$ cat src/rtl/operand_stack.sv
// operand_stack: WebAssembly operand stack for the cpu core.
// TOS and NOS sit in dedicated registers so the ALU reads them with no array
// access. Entries below them live in a small array indexed from the bottom.
// Any illegal operation sets a sticky trap code and freezes the stack.
// Assumes DEPTH_LOG2 >= 2, so the deep array holds at least two entries.
module operand_stack #(
  parameter int WIDTH      = 64,
  parameter int DEPTH_LOG2 = 4
) (
  input  logic                  clk,
  input  logic                  reset,
  input  logic [2:0]            op,
  input  logic [WIDTH-1:0]      data_in,
  output logic [WIDTH-1:0]      top,
  output logic [WIDTH-1:0]      next,
  output logic [DEPTH_LOG2:0]   depth,
  output logic                  empty,
  output logic                  full,
  output logic                  ready,
  output logic [3:0]            trap
);

  localparam int DEPTH = 2 ** DEPTH_LOG2;
  localparam int AW    = DEPTH_LOG2 + 1;

  typedef enum logic [2:0] {
    OP_NOP    = 3'b000,
    OP_PUSH   = 3'b001,
    OP_DROP   = 3'b010,
    OP_UNARY  = 3'b011,
    OP_BINARY = 3'b100,
    OP_DROP2  = 3'b101
  } op_e;

  typedef enum logic [3:0] {
    TRAP_NONE      = 4'd0,
    TRAP_OVERFLOW  = 4'd1,
    TRAP_UNDERFLOW = 4'd2,
    TRAP_ILLEGAL   = 4'd3
  } trap_e;

  logic [WIDTH-1:0]      top_r, next_r, top_nx, next_nx;
  logic [AW-1:0]         depth_r, depth_nx;
  trap_e                 trap_r, trap_nx;

  logic [WIDTH-1:0]      mem [DEPTH-2];
  logic                  wr_en;
  logic [DEPTH_LOG2-1:0] wr_idx, rd3_idx, rd4_idx;
  logic [WIDTH-1:0]      below3, below4;

  // Indices of stack elements depth-2 (push spill), depth-3 and depth-4 (refill).
  assign wr_idx  = DEPTH_LOG2'(depth_r - AW'(2));
  assign rd3_idx = DEPTH_LOG2'(depth_r - AW'(3));
  assign rd4_idx = DEPTH_LOG2'(depth_r - AW'(4));

  // Array reads are masked to 0 when the index lies below the bottom of the stack.
  assign below3 = (depth_r >= AW'(3)) ? mem[rd3_idx] : '0;
  assign below4 = (depth_r >= AW'(4)) ? mem[rd4_idx] : '0;

  // Decode the op against the current depth and compute the next stack state.
  always_comb begin
    top_nx   = top_r;
    next_nx  = next_r;
    depth_nx = depth_r;
    trap_nx  = trap_r;
    wr_en    = 1'b0;
    if (trap_r == TRAP_NONE) begin
      case (op)
        OP_NOP: ;
        OP_PUSH: begin
          if (depth_r == AW'(DEPTH)) begin
            trap_nx = TRAP_OVERFLOW;
          end else begin
            wr_en    = (depth_r >= AW'(2));
            next_nx  = top_r;
            top_nx   = data_in;
            depth_nx = depth_r + AW'(1);
          end
        end
        OP_DROP: begin
          if (depth_r < AW'(1)) begin
            trap_nx = TRAP_UNDERFLOW;
          end else begin
            top_nx   = next_r;
            next_nx  = below3;
            depth_nx = depth_r - AW'(1);
          end
        end
        OP_UNARY: begin
          if (depth_r < AW'(1)) trap_nx = TRAP_UNDERFLOW;
          else                  top_nx  = data_in;
        end
        OP_BINARY: begin
          if (depth_r < AW'(2)) begin
            trap_nx = TRAP_UNDERFLOW;
          end else begin
            top_nx   = data_in;
            next_nx  = below3;
            depth_nx = depth_r - AW'(1);
          end
        end
        OP_DROP2: begin
          if (depth_r < AW'(2)) begin
            trap_nx = TRAP_UNDERFLOW;
          end else begin
            top_nx   = below3;
            next_nx  = below4;
            depth_nx = depth_r - AW'(2);
          end
        end
        default: trap_nx = TRAP_ILLEGAL;
      endcase
    end
  end

  // State registers for TOS, NOS, depth and the sticky trap.
  // NOTE: sequential state uses non-blocking assignments so every register samples pre-edge values.
  always_ff @(posedge clk or posedge reset) begin
    if (reset) begin
      top_r   <= '0;
      next_r  <= '0;
      depth_r <= '0;
      trap_r  <= TRAP_NONE;
    end else begin
      top_r   <= top_nx;
      next_r  <= next_nx;
      depth_r <= depth_nx;
      trap_r  <= trap_nx;
    end
  end

  // Spill the old NOS into the deep array on a push.
  // NOTE: the array has no reset; entries are only read below a valid depth, so stale contents are never visible.
  always_ff @(posedge clk) begin
    if (wr_en) mem[wr_idx] <= next_r;
  end

  assign top   = top_r;
  assign next  = next_r;
  assign depth = depth_r;
  assign empty = (depth_r == '0);
  assign full  = (depth_r == AW'(DEPTH));
  assign ready = (trap_r == TRAP_NONE);
  assign trap  = trap_r;

endmodule

$ cat config.mk
export PLATFORM = sky130hd
export DESIGN_NAME = operand_stack
export DESIGN_NICKNAME = d
export VERILOG_FILES = /design/src/rtl/operand_stack.sv
export SDC_FILE = /design/constraint.sdc
export NUM_CORES = 2
export LEC_CHECK = 0
export CAP_MARGIN = 30
export CORE_MARGIN = 4
export CORE_UTILIZATION = 25
export CTS_CLUSTER_DIAMETER = 80
export DETAILED_ROUTE_END_ITERATION = 10
export SLEW_MARGIN = 20
export SYNTH_ARGS = -nofsm -noshare
export SYNTH_HDL_FRONTEND = slang
export SYNTH_SLANG_ARGS = --single-unit
$ cat constraint.sdc
create_clock -name clk -period 17.9 [get_ports clk]
set_input_delay 1.79 -clock clk [delete_from_list [all_inputs] [get_ports clk]]
set_output_delay 1.79 -clock clk [all_outputs]
set_load 0.1 [all_outputs]
==> summary.md <==
The run finished with clean final reports. Primary flip-flop cell chosen by synthesis mapping: edfxtp_1. Across the VDD grid, the largest voltage drop is 0.2153 mV.

The die span in y came out at 448.9 um. Sequential elements use 62.32% of the synthesized area. The critical path is of the reg -> out type. Counting instances in the post-synthesis netlist gives the leading cell types as 896 x edfxtp_1, 322 x mux4_2, 195 x mux2_2. The worst hold path belongs to the class reg -> reg. In the global route stage, met3 resource usage came out at 2.289%.

The layer flagged by global routing as most heavily used is met2. For hold timing, the worst endpoint is trap[1]. Root buffer selected by CTS: clkbuf_16.

Power comes to 11.29 mW. Traced cell by cell, the critical path runs through clkinv_1 > ha_4 > nand3_1 > inv_1 > clkdlybuf4s50_1. The total number of vias was 29290.

In this run the standard cell core region covers 193000 um^2. At the end of routability-driven placement, the weighted congestion stood at 0.7798. After layout, the worst path uses 31.45% of the clock period. The worst pin sits at a relative slew slack of 29.79%.

The top cell type by total area after synthesis was edfxtp_1. The tools report the final setup violation count as 0. Number of filler cells placed in the layout: 18800. The logs give 3 for the number of H-tree levels and 152700 um for the final routed wirelength across all metal layers.

The slowest stage of the critical path belongs to the cell clkdlybuf4s50_1. The synthesized design contains 896 enable-type register cells. After synthesis, the netlist uses 54 different library cells. The netlist area before placement is 48600 um^2. The number of hold buffers added after CTS was 0.

Destination of the worst register-to-register timing path: next[38]. Compared with the post-synthesis result, the final layout area differs by 19.99%. After routing, the total negative slack on setup checks comes to 0 ns. In this run the tool buffered the top-level ports with 206 buffer cells. The most common cell in the synthesized netlist is edfxtp_1.

Once layout is complete, the cells apart from fillers number 5632. Of the cells placed in the final design, the portion with a size suffix greater than 1 is 27.54%. In this run the horizontal extent of the chip is 448.9 um.

The tools report the peak clock frequency supported by timing as 177.6 MHz. The worst setup path is launched from a register. The clock sink total is 1031. Length in cells of the worst reg-to-reg path: 8. Counting buffers and inverters, the worst setup path is 5 cells deep. The worst path needs 5.629 ns of the cycle, external delays included. Across the run, the number of max-cap violations was 0.

For met1 alone, demand over resource in global routing was 17.47%. The logs give 30570 for the via count of the first global-routing pass and 0 for the number of instances resized during post-cts repair. The area of the die was 201500 um^2. Clock-pin slew was measured on the worst setup and hold paths at 0.07 ns.

Clock latency on the worst-skew pair, taken at its later pin, is 0.71 ns. The run gives 5440 as the placed cell count. In the final routed layout, each cell accounts on average for 27.12 um. DRC violations left: 0. The post-synthesis average cell area was 17.24 um^2; the number of ports placed on the die boundary was 209. The run gives 97 as the number of buffers added by the clock tree synthesis step. The starting density of the core was 25.18%. Counting every instance in the synthesized netlist gives 2819. The top cell type by area accounts for 55.37% of the synthesized area. Final hold slack: 0.5675 ns. After global routing the overflow that remains totals 0. The worst hold path begins at trap[1]. The post-synthesis register bit count was 1031.

For this run, the total global-route usage over all layers was measured as 14.74%. Yosys attributes the largest share of cell area to edfxtp_1 55%, mux4_2 15%, dfrtp_1 7.0%. Total of warnings raised by yosys: 0. The run gives 16.11 ns as the data required time of the worst path. The initial antenna violation count came out at 8. The run gives 7 as the count of TritonRoute iterations in the first routing pass. The cell class contributing the biggest share of worst-path delay was buffers and inverters.

Post-synthesis async set-or-reset flop share: 13.09%. First-pass GRT wire length: 221000 um. For the global routing usage on met2, the log shows 26.14%. For the data arrival time of the critical path, the log shows 3.84 ns. In this run the worst path has a maximum fanout of 15. The slew at the pin with the worst max-slew slack was 1.050 ns; the worst clock skew was 0.03210 ns. In this run the register-to-register setup slack is 12.91 ns. The worst setup path is captured at a primary output.

The beginning of the worst register-to-register path is depth[2]. The number of pins exceeding their max-slew limit in the final report was 0; the stage delay of the slowest cell on the critical path was 1.00 ns. The placed wire-length estimate is 89000 um, and the number of setup buffers added after CTS is 0. No sink is reached through more buffers than the 3 on the longest clock path.

The cell count of the worst hold path works out to 1. The count of nets left with antenna violations once routing finished came out at 0. Setup repair after global routing left no endpoint under its margin. The number of buffers and inverters on the critical path is 3.

The power per standard cell area was 193.7 nW/um^2. Row generation in the floorplan step produced 161 rows. Summed over all cells, the static leakage comes to 18.52 nW.

The logs give 0 for the total count of hold-check failures in the final report and 3077 for the violation count after the first detailed-routing iteration. In the final design database the tool counted 3103 nets. Entering global routing, the biggest net connects 145 pins. TritonCTS built the clock tree.

Dividing the detail-routed via count by the number of cells gives 5.200.
-- routing by layer --
metal | share of wire [%] | wire [um]
met1 | 38 | 57710
met2 | 51 | 78640
met3 | 5.8 | 8819
met4 | 4.9 | 7543
met5 | 0.0072 | 11
-- cells in the final DEF, fill, tap and decap left out, drive strengths merged, types with 3 or more instances in the layout --
cell type / n
a211oi: 4
a21o: 4
a21oi: 13
a221oi: 4
a222oi: 63
a22o: 4
a22oi: 125
a31oi: 67
buf: 145
bufinv: 7
clkbuf: 138
clkdlybuf4s50: 189
clkinv: 26
clkinvlp: 6
dfrtp: 135
diode: 5
edfxtp: 896
ha: 16
inv: 19
mux2: 195
mux2i: 187
mux4: 322
nand2: 73
nand2b: 69
nand3: 4
nand4: 63
nor2: 93
nor2b: 3
nor3: 7
o211ai: 66
o21ai: 8
o22a: 62
o2bb2ai: 62
xnor2: 5
-- registers in the layout, indices dropped and copies added, names as in the netlist --
register  flops
trap          2
next         64
depth         5
mem         896
top          64
-- worst register-to-register path: cells and delay by family, from the launching register on --
kind                       cells  cell delay, ns
and+or+nand+nor                2            1.00
buffers and inverters          2            1.37
adders and majority gates      1            1.06
AOI/OAI and AO/OA              3            0.70
DFF                            1            0.73
-- where the power goes --
group / switching (mW) / leakage (nW) / total (mW) / internal, mW
Combinational: 3.29 / 7.40 / 5.61 / 2.33
Clock: 0.919 / 1.59 / 2.12 / 1.20
Sequential: 0.488 / 9.53 / 3.56 / 3.08
Total: 4.69 / 18.5 / 11.3 / 6.60
-- cells by family (layout without fill, tap and decap cells) --
| kind of cell | Yosys count | in the layout | share of synthesized area [%] |
|---|---|---|---|
| xor gates and xnor gates | 6 | 6 | 0.1081 |
| and+or+nand+nor | 323 | 323 | 3.339 |
| buffers and inverters | 249 | 530 | 2.479 |
| DFF | 1031 | 1031 | 62.32 |
| adders and majority gates | 16 | 16 | 0.4120 |
| muxes | 704 | 704 | 23.29 |
| other | 1 | 7 | 0.007717 |
| AOI/OAI and AO/OA | 489 | 489 | 8.041 |
-- stage by stage --
step / utilization (%) / area, um^2 / setup WS, ns
detailed placement: 28.45 / 54910 / 12.09
CTS: 30.14 / 58160 / 12.21
global route: 30.21 / 58300 / 12.11
finish: 30.21 / 58310 / 12.27
floorplan: - / 48600 / 10.00
global placement: 27.69 / 53430 / 11.95
-- worst max path at each step --
stage	from	end	slack, ns
2_1_floorplan	depth[0]	mem[13][0]	10.00
3_5_place_dp	op[2]	mem[9][7]	12.09
4_1_cts	depth[2]	full	12.21
5_1_grt	depth[2]	full	12.11
6_report	depth[2]	full	12.27
3_3_place_gp	op[2]	mem[9][7]	11.95
-- layout make-up --
cell class	count	area (um^2)	share of cell area, %
timing repair buffer	334	4202	7.206
clock buffer	138	2804	4.809
antenna	5	12.51	0.02146
sequential	1031	30290	51.94
multi-input combinational	1540	17330	29.73
clock inverter	44	449.2	0.7704
tap	2526	3161	5.420
inverter	14	60.06	0.1030
(Power assumes the default switching activity.)
